<file path="src/rtl/npu_pkg.sv">
// Shared definitions for the operand loader: FSM encoding and frame layout.
package npu_pkg;

    // Loader states: collecting words, one-cycle start pulse, waiting on the controller.
    typedef enum logic [1:0] {
        LOAD = 2'd0,
        FIRE = 2'd1,
        WAIT = 2'd2
    } state_t;

    // Frame layout: 3 x words, then 9 row-major weights, then 3 biases.
    localparam int FRAME_WORDS = 15;
    localparam int X_BASE      = 0;
    localparam int W_BASE      = 3;
    localparam int B_BASE      = 12;

    localparam int N_X   = W_BASE - X_BASE;
    localparam int N_W   = B_BASE - W_BASE;
    localparam int N_B   = FRAME_WORDS - B_BASE;
    localparam int IDX_W = 4;

    localparam logic [IDX_W-1:0] LAST_IDX = IDX_W'(FRAME_WORDS - 1);

    // True when the running word index addresses the given frame slot.
    function automatic logic idx_hit(input logic [IDX_W-1:0] idx, input int slot);
        return idx == IDX_W'(slot);
    endfunction

endpackage

</file>
<file path="src/rtl/operand_loader_if.sv">
// Bundle between the operand loader, its word stream and the dense-layer controller.
interface operand_loader_if #(
    parameter int DW = 16
);
    // Operand stream
    logic                   in_valid;
    logic                   in_ready;
    logic [2*DW-1:0]        in_data;
    logic                   in_last;

    // Registered operands presented to the controller
    logic signed [DW-1:0]   x0, x1, x2;
    logic signed [DW-1:0]   w00, w01, w02;
    logic signed [DW-1:0]   w10, w11, w12;
    logic signed [DW-1:0]   w20, w21, w22;
    logic signed [2*DW-1:0] b0, b1, b2;

    // Control and status
    logic                   start;
    logic                   done;
    logic                   busy;
    logic                   err_frame;

    // Loader side
    modport slave (
        input  in_valid, in_data, in_last, done,
        output in_ready,
        output x0, x1, x2,
        output w00, w01, w02, w10, w11, w12, w20, w21, w22,
        output b0, b1, b2,
        output start, busy, err_frame
    );

    // Producer / controller side
    modport master (
        output in_valid, in_data, in_last, done,
        input  in_ready,
        input  x0, x1, x2,
        input  w00, w01, w02, w10, w11, w12, w20, w21, w22,
        input  b0, b1, b2,
        input  start, busy, err_frame
    );

endinterface

</file>
<file path="src/rtl/operand_loader.sv">
// Assembles a 15-word operand stream into x/W/b registers, fires a one-cycle
// start once a correctly framed set is complete, then blocks the stream until
// the controller reports done.
module operand_loader
    import npu_pkg::*;
#(
    parameter int DW = 16
) (
    input  logic            clk,
    input  logic            rst,
    operand_loader_if.slave bus
);

    // Control state
    state_t            r_state;
    logic [IDX_W-1:0]  r_idx;
    logic              r_start;
    logic              r_busy;
    logic              r_ready;
    logic              r_err;

    // Operand storage
    logic signed [DW-1:0]   r_x [N_X];
    logic signed [DW-1:0]   r_w [N_W];
    logic signed [2*DW-1:0] r_b [N_B];

    // Handshake and frame decode
    logic              w_in_ready;
    logic              w_accept;
    logic              w_at_last;
    logic              w_commit;
    logic              w_early_last;
    logic              w_missing_last;
    logic [N_X-1:0]    w_x_we;
    logic [N_W-1:0]    w_w_we;
    logic [N_B-1:0]    w_b_we;

    // Ready is qualified by reset so it drops the instant reset is asserted.
    assign w_in_ready     = rst & r_ready;
    assign w_accept       = bus.in_valid & w_in_ready;
    assign w_at_last      = (r_idx == LAST_IDX);
    assign w_commit       = w_accept &  bus.in_last &  w_at_last;
    assign w_early_last   = w_accept &  bus.in_last & ~w_at_last;
    assign w_missing_last = w_accept & ~bus.in_last &  w_at_last;

    // Write-enable decode: one enable per destination register, from the word index.
    always_comb begin
        // NOTE: every output of a combinational block gets a default first, so no path leaves it unassigned and no latch is inferred.
        w_x_we = '0;
        w_w_we = '0;
        w_b_we = '0;
        for (int i = 0; i < N_X; i++) w_x_we[i] = w_accept & idx_hit(r_idx, X_BASE + i);
        for (int i = 0; i < N_W; i++) w_w_we[i] = w_accept & idx_hit(r_idx, W_BASE + i);
        for (int i = 0; i < N_B; i++) w_b_we[i] = w_accept & idx_hit(r_idx, B_BASE + i);
    end

    // Frame FSM: tracks the word index, checks framing and drives start/busy/ready/err.
    always_ff @(posedge clk or negedge rst) begin
        if (!rst) begin
            r_state <= LOAD;
            r_idx   <= '0;
            r_start <= 1'b0;
            r_busy  <= 1'b0;
            r_ready <= 1'b1;
            r_err   <= 1'b0;
        end else begin
            // NOTE: sequential state uses non-blocking assignments so every register samples pre-edge values.
            case (r_state)
                LOAD: begin
                    if (w_commit) begin
                        r_state <= FIRE;
                        r_idx   <= '0;
                        r_start <= 1'b1;
                        r_busy  <= 1'b1;
                        r_ready <= 1'b0;
                    end else if (w_early_last || w_missing_last) begin
                        // Bad framing: restart collection, keep whatever was already written.
                        r_idx <= '0;
                        r_err <= 1'b1;
                    end else if (w_accept) begin
                        r_idx <= r_idx + 1'b1;
                    end
                end
                FIRE: begin
                    r_state <= WAIT;
                    r_start <= 1'b0;
                end
                WAIT: begin
                    if (bus.done) begin
                        r_state <= LOAD;
                        r_busy  <= 1'b0;
                        r_ready <= 1'b1;
                    end
                end
                default: begin
                    r_state <= LOAD;
                    r_idx   <= '0;
                    r_start <= 1'b0;
                    r_busy  <= 1'b0;
                    r_ready <= 1'b1;
                end
            endcase
        end
    end

    // Operand registers: each accepted word lands in the slot its index selects.
    always_ff @(posedge clk or negedge rst) begin
        if (!rst) begin
            // NOTE: operand storage is reset because it drives outputs that must read zero during reset.
            for (int i = 0; i < N_X; i++) r_x[i] <= '0;
            for (int i = 0; i < N_W; i++) r_w[i] <= '0;
            for (int i = 0; i < N_B; i++) r_b[i] <= '0;
        end else begin
            // x and W keep only the low half of the word; biases take the full word.
            for (int i = 0; i < N_X; i++) if (w_x_we[i]) r_x[i] <= bus.in_data[DW-1:0];
            for (int i = 0; i < N_W; i++) if (w_w_we[i]) r_w[i] <= bus.in_data[DW-1:0];
            for (int i = 0; i < N_B; i++) if (w_b_we[i]) r_b[i] <= bus.in_data;
        end
    end

    // Output mapping
    assign bus.in_ready  = w_in_ready;
    assign bus.start     = r_start;
    assign bus.busy      = r_busy;
    assign bus.err_frame = r_err;

    assign bus.x0  = r_x[0];
    assign bus.x1  = r_x[1];
    assign bus.x2  = r_x[2];
    assign bus.w00 = r_w[0];
    assign bus.w01 = r_w[1];
    assign bus.w02 = r_w[2];
    assign bus.w10 = r_w[3];
    assign bus.w11 = r_w[4];
    assign bus.w12 = r_w[5];
    assign bus.w20 = r_w[6];
    assign bus.w21 = r_w[7];
    assign bus.w22 = r_w[8];
    assign bus.b0  = r_b[0];
    assign bus.b1  = r_b[1];
    assign bus.b2  = r_b[2];

endmodule
</file>
<file path="src/flat_wrapper.sv">
// flat-port wrapper written by rule: the top's interface ports become plain ports
module operand_loader_flat import npu_pkg::*;
#(
    parameter int DW = 16
)
  (clk, rst, bus_in_valid, bus_in_data, bus_in_last, bus_done, bus_in_ready, bus_x0, bus_x1, bus_x2, bus_w00, bus_w01, bus_w02, bus_w10, bus_w11, bus_w12, bus_w20, bus_w21, bus_w22, bus_b0, bus_b1, bus_b2, bus_start, bus_busy, bus_err_frame);
  operand_loader_if #(.DW(DW)) bus_i ();
  input  logic clk;
  input  logic rst;
  input wire logic [$bits(bus_i.in_valid)-1:0] bus_in_valid;
  input wire logic [$bits(bus_i.in_data)-1:0] bus_in_data;
  input wire logic [$bits(bus_i.in_last)-1:0] bus_in_last;
  input wire logic [$bits(bus_i.done)-1:0] bus_done;
  output wire logic [$bits(bus_i.in_ready)-1:0] bus_in_ready;
  output wire logic [$bits(bus_i.x0)-1:0] bus_x0;
  output wire logic [$bits(bus_i.x1)-1:0] bus_x1;
  output wire logic [$bits(bus_i.x2)-1:0] bus_x2;
  output wire logic [$bits(bus_i.w00)-1:0] bus_w00;
  output wire logic [$bits(bus_i.w01)-1:0] bus_w01;
  output wire logic [$bits(bus_i.w02)-1:0] bus_w02;
  output wire logic [$bits(bus_i.w10)-1:0] bus_w10;
  output wire logic [$bits(bus_i.w11)-1:0] bus_w11;
  output wire logic [$bits(bus_i.w12)-1:0] bus_w12;
  output wire logic [$bits(bus_i.w20)-1:0] bus_w20;
  output wire logic [$bits(bus_i.w21)-1:0] bus_w21;
  output wire logic [$bits(bus_i.w22)-1:0] bus_w22;
  output wire logic [$bits(bus_i.b0)-1:0] bus_b0;
  output wire logic [$bits(bus_i.b1)-1:0] bus_b1;
  output wire logic [$bits(bus_i.b2)-1:0] bus_b2;
  output wire logic [$bits(bus_i.start)-1:0] bus_start;
  output wire logic [$bits(bus_i.busy)-1:0] bus_busy;
  output wire logic [$bits(bus_i.err_frame)-1:0] bus_err_frame;
  assign bus_i.in_valid = bus_in_valid;
  assign bus_i.in_data = bus_in_data;
  assign bus_i.in_last = bus_in_last;
  assign bus_i.done = bus_done;
  assign bus_in_ready = bus_i.in_ready;
  assign bus_x0 = bus_i.x0;
  assign bus_x1 = bus_i.x1;
  assign bus_x2 = bus_i.x2;
  assign bus_w00 = bus_i.w00;
  assign bus_w01 = bus_i.w01;
  assign bus_w02 = bus_i.w02;
  assign bus_w10 = bus_i.w10;
  assign bus_w11 = bus_i.w11;
  assign bus_w12 = bus_i.w12;
  assign bus_w20 = bus_i.w20;
  assign bus_w21 = bus_i.w21;
  assign bus_w22 = bus_i.w22;
  assign bus_b0 = bus_i.b0;
  assign bus_b1 = bus_i.b1;
  assign bus_b2 = bus_i.b2;
  assign bus_start = bus_i.start;
  assign bus_busy = bus_i.busy;
  assign bus_err_frame = bus_i.err_frame;
  operand_loader #(.DW(DW)) u_core (.clk(clk), .rst(rst), .bus(bus_i));
endmodule
</file>
<file path="config.mk">
export PLATFORM = sky130hd
export DESIGN_NAME = operand_loader_flat
export DESIGN_NICKNAME = d
export VERILOG_FILES = /design/src/rtl/npu_pkg.sv /design/src/rtl/operand_loader_if.sv /design/src/rtl/operand_loader.sv /design/src/flat_wrapper.sv
export SDC_FILE = /design/constraint.sdc
export NUM_CORES = 1
export LEC_CHECK = 0
export ABC_CLOCK_PERIOD_IN_PS = 1700
export CORE_UTILIZATION = 30
export DETAILED_ROUTE_END_ITERATION = 7
export PLACE_DENSITY = 0.59
export SETUP_SLACK_MARGIN = 0.4
export SLEW_MARGIN = 20
export SYNTH_ARGS = -nofsm -noshare
export SYNTH_HDL_FRONTEND = slang
export SYNTH_SLANG_ARGS = --single-unit
</file>
<file path="constraint.sdc">
create_clock -name clk -period 1.7 [get_ports clk]
set_input_delay 0.34 -clock clk [delete_from_list [all_inputs] [get_ports clk]]
set_output_delay 0.34 -clock clk [all_outputs]
set_load 0.01 [all_outputs]
</file>
==> summary.md <==
| Metric | Value |
|---|---|
| Status | `complete, but fails checks` |
| Violations in the final reports | `negative setup slack` |
| Accumulated negative setup slack | `-12640 ps` |
| Crit-path slowest cell | `dfstp_2` |
| H-tree level count | `2` |
| Clock edge transition at the registers on the reported setup and hold paths | `around 50 ps` |
| Minimum period implied by the final worst setup slack | `around 1800 ps` |
| Maximum VDD drop | `about 0.87 mV` |
| Timing endpoint of the critical path | `u_core.bus.x0[9]` |
| Antenna violations before repair | `1` |
| Number of top-level pins | `~330` |
| Reg-to-reg slack, setup | `-120 ps` |
| End of the worst register-to-register path | `u_core.bus.x0[9]` |
| Tightest Hold Check Type | `input pin to asynchronous set/reset pin` |
| All-Layer GR Usage | `between 10% and 20%` |
| Post-synthesis cell type count | `37` |
| Clock sinks | `298` |
| Number of vias per cell after detailed routing | `between 4 and 5` |
| Skew final | `around 20 ps` |
| Number of warnings issued by yosys | `0` |
| Max-cap violations | `0` |
| Final antenna-violating net count | `0` |
| Count of inserted antenna diode cells | `0` |
| Die boundary width | `between 150 and 200 um` |
| Number of cells on the worst reg-to-reg path | `7` |
| Via count of the first global-routing pass | `slightly above 8k` |
| Data arrival time of the critical path | `2220 ps` |
| Setup WS post-layout | `-117 ps` |
| Net total in the final layout | `~1.3k` |
| Count of endpoints failing hold in the final timing report | `0` |
| Slowest Stage Delay on Critical Path | `around 530 ps` |
| Global-route wire length before repair | `about 53000 um` |
| Bufs and invs on worst path | `3` |
| FF/Latch Area | `around 0.0075 mm2` |
| Post-route insts no fill | `1768` |
| Cell area power density | `between 1500 and 2000 mW/mm2` |
| Overall routed net length | `approximately 37000 um` |
| RSZ-0062 raised after global routing | `yes` |
| Total power | `~32 mW` |
| Dominant delay contributor by cell family on the critical path | `flip-flops` |
| TritonCTS clock tree | `yes` |
| Count of cell instances traversed by the critical path | `7` |
| Start-to-end type of the worst setup path | `flop to flop` |
| Total instance count after detailed placement | `about 1.6k` |
| Worst Path Required | `approximately 2100 ps` |
| Crit-path cells | `buf_6 -> nand3_4 -> or2_4 -> buf_12 -> nor2_8 -> buf_12 -> mux2_2` |
| Number of pins exceeding their max-slew limit in the final report | `0` |
| Static Leak | `roughly 9.5 nW` |
| Endpoints failing setup | `200` |
| Layout overhead on the synthesized area | `62.8%` |
| Starting density of the core | `a little under a third` |
| Number of register bits inferred by synthesis | `roughly 300` |
| Commonest cells after routing, fill and taps aside | `296 x dfrtp_1, 189 x mux2_4, 158 x buf_4, 154 x buf_6, 152 x buf_2` |
| Type of element capturing the critical path | `flop` |
| Smallest hold slack | `~73 ps` |
| Critical path launch point | `u_core.r_ready` |
| Area of the mapped netlist | `around 0.012 mm2` |
| TritonCTS Buffers | `35` |
| Avg Synthesized Cell Area | `approximately 16 um2` |
| Share of the clock period used by the worst path after layout | `107%` |
| Final design instance area without fill | `about 0.019 mm2` |
| Total area of multi-input combinational cells | `~0.0047 mm2` |
| Global route total overflow | `0` |
| Number of instances in the synthesized netlist | `698` |
| Total via count after detailed routing | `7948` |
| Most Frequent Cell on Critical Path | `buf_12` |
| Max-Slew Margin vs Limit | `between 30% and 40%` |
| Number of filler instances in the final layout | `about 3.3k` |
| Area of the core | `about 0.038 mm2` |
| Number of remaining DRC errors | `0` |
| Critical path fanouts, max | `12` |
| Maximum frequency from static timing analysis | `approximately 0.55 GHz` |
| Chip Height | `between 150 and 200 um` |
| Dpl hpwl | `~23000 um` |
| Initial DRT Pass Iterations | `5` |
| Number of rows in the core area | `about 70` |
| Final Core Density | `between 40% and 50%` |
| Die area | `0.0392 mm2` |
| Insertion delay to the later sink of the worst-skew pair | `530 ps` |
| Root buf cell | `clkbuf_16` |
| Transition time at the pin with the least slew margin | `between 900 and 1000 ps` |
| Share of post-route cells with drive strength above 1 | `between 70% and 80%` |
| Synthesized netlist net count | `about 740` |
| Drt first-iter violations | `between 200 and 250` |
| Count of buffers from port buffering | `between 300 and 400` |
| DP Area | `between 0.015 and 0.02 mm2` |
| Final routed wire length divided by cell count | `~21 um` |
| Largest net degree at the start of global routing | `160` |
| Deepest clock path buffer count | `3` |
| Post-Place Setup Slack | `-496 ps` |
| Global placer's final weighted congestion | `0.745` |
| Leading cell type in the layout, fill and taps excluded | `dfrtp_1` |
| Fraction of the yosys area taken by sequential cells | `approximately 65%` |
| Beginning of the worst register-to-register path | `u_core.r_ready` |
| Critical Path Source Type | `flop` |
[tightest hold or removal path, cell delays in order]
cell	delay, ps
buf_8	120
buf_4	140
buf_12	500
[synthesized netlist by cell type, drive strengths merged]
cell	instances	area share, %
nand2	9	0.29
buf	23	1.6
o21ai	2	0.087
nor2	16	1.3
a22o	1	0.076
nor4	2	0.11
nor3	2	0.087
nor2b	1	0.054
ha	7	0.76
nand3b	1	0.065
and4	1	0.076
a21oi	3	0.13
and2	1	0.065
o22a	2	0.15
dfrtp	297	65
and3	1	0.054
inv	6	0.20
mux2	290	28
nand2b	3	0.16
nor4b	1	0.21
o32ai	1	0.076
a21o	1	0.065
a41o	1	0.087
clkbuf	17	0.55
or2	1	0.054
o32a	1	0.087
dfstp	1	0.23
xnor2	1	0.076
nand3	4	0.26
and3b	1	0.076
[kinds of logic after synthesis]
logic type               count (synthesis)  share of synthesized area [%]
multiplexers                           290                           28.4
flip-flops                             298                           64.8
AND/OR/NAND/NOR                         44                           2.91
XOR/XNOR                                 1                         0.0761
AO/OA/AOI/OAI                           12                          0.761
adder cells (fa/ha/maj)                  7                          0.761
buffers and inverters                   46                           2.33
[metal layers]
metal	GRT usage (%)	part of all wire, %	routed length, um	up-vias
li1	-	-	-	3523
met1	24.4	45	16800	4111
met2	28.0	45	16900	260
met3	5.93	7.6	2820	52
met4	4.39	2.0	728	2
met5	0	0.035	13	-
[flip-flops by register name (all words and copies together) (netlist names), 16 cells and up]
name,count
u_core.bus.w10,16
u_core.bus.w01,16
u_core.bus.w21,16
u_core.bus.w22,16
u_core.bus.b1,32
u_core.bus.b0,32
u_core.bus.w00,16
u_core.bus.w02,16
u_core.bus.w12,16
u_core.bus.x0,16
u_core.bus.w20,16
u_core.bus.w11,16
u_core.bus.x2,16
u_core.bus.b2,32
u_core.bus.x1,16
[final cells by class]
| class | instances | share of cell area (%) |
|---|---|---|
| clock buffers | 49 | 5.33 |
| clock inverters | 10 | 0.387 |
| inverters | 6 | 0.133 |
| multi-input cells | 354 | 24.9 |
| flip-flops and latches | 298 | 39.8 |
| well taps | 511 | 3.41 |
| repair buffers | 540 | 26.1 |
[power breakdown]
group | switching, mW | total (mW) | internal, mW | leakage [nW]
clock network | 2.94 | 7.06 | 4.11 | 0.533
logic | 5.11 | 13.4 | 8.28 | 5.04
registers | 1.73 | 11.5 | 9.81 | 3.90
total | 9.78 | 32.0 | 22.2 | 9.47
[how the worst min path moves through the flow]
stage                         end  start  cells after the start  slack [ps]
2_1_floorplan    u_core.bus.b0[0]    rst                      0          40
3_5_place_dp    u_core.bus.w22[1]    rst                      2         330
5_1_grt          u_core.bus.b2[7]    rst                      3         160
4_1_cts          u_core.bus.b2[3]    rst                      3         100
6_report       u_core.bus.w22[10]    rst                      3          70
3_3_place_gp    u_core.bus.w22[1]    rst                      2         340
[what timing repair did]
item | 4_1_cts | 5_1_grt
setup buffers | 80 | 52
pin swaps | 3 | 4
setup endpoints to repair | 590 | 590
hold endpoints to repair | 40 | 0
cloned | 3 | 8
hold buffers | 1 | 0
gates resized for setup | 1434 | 83
Power figures use the tool's default switching activity.
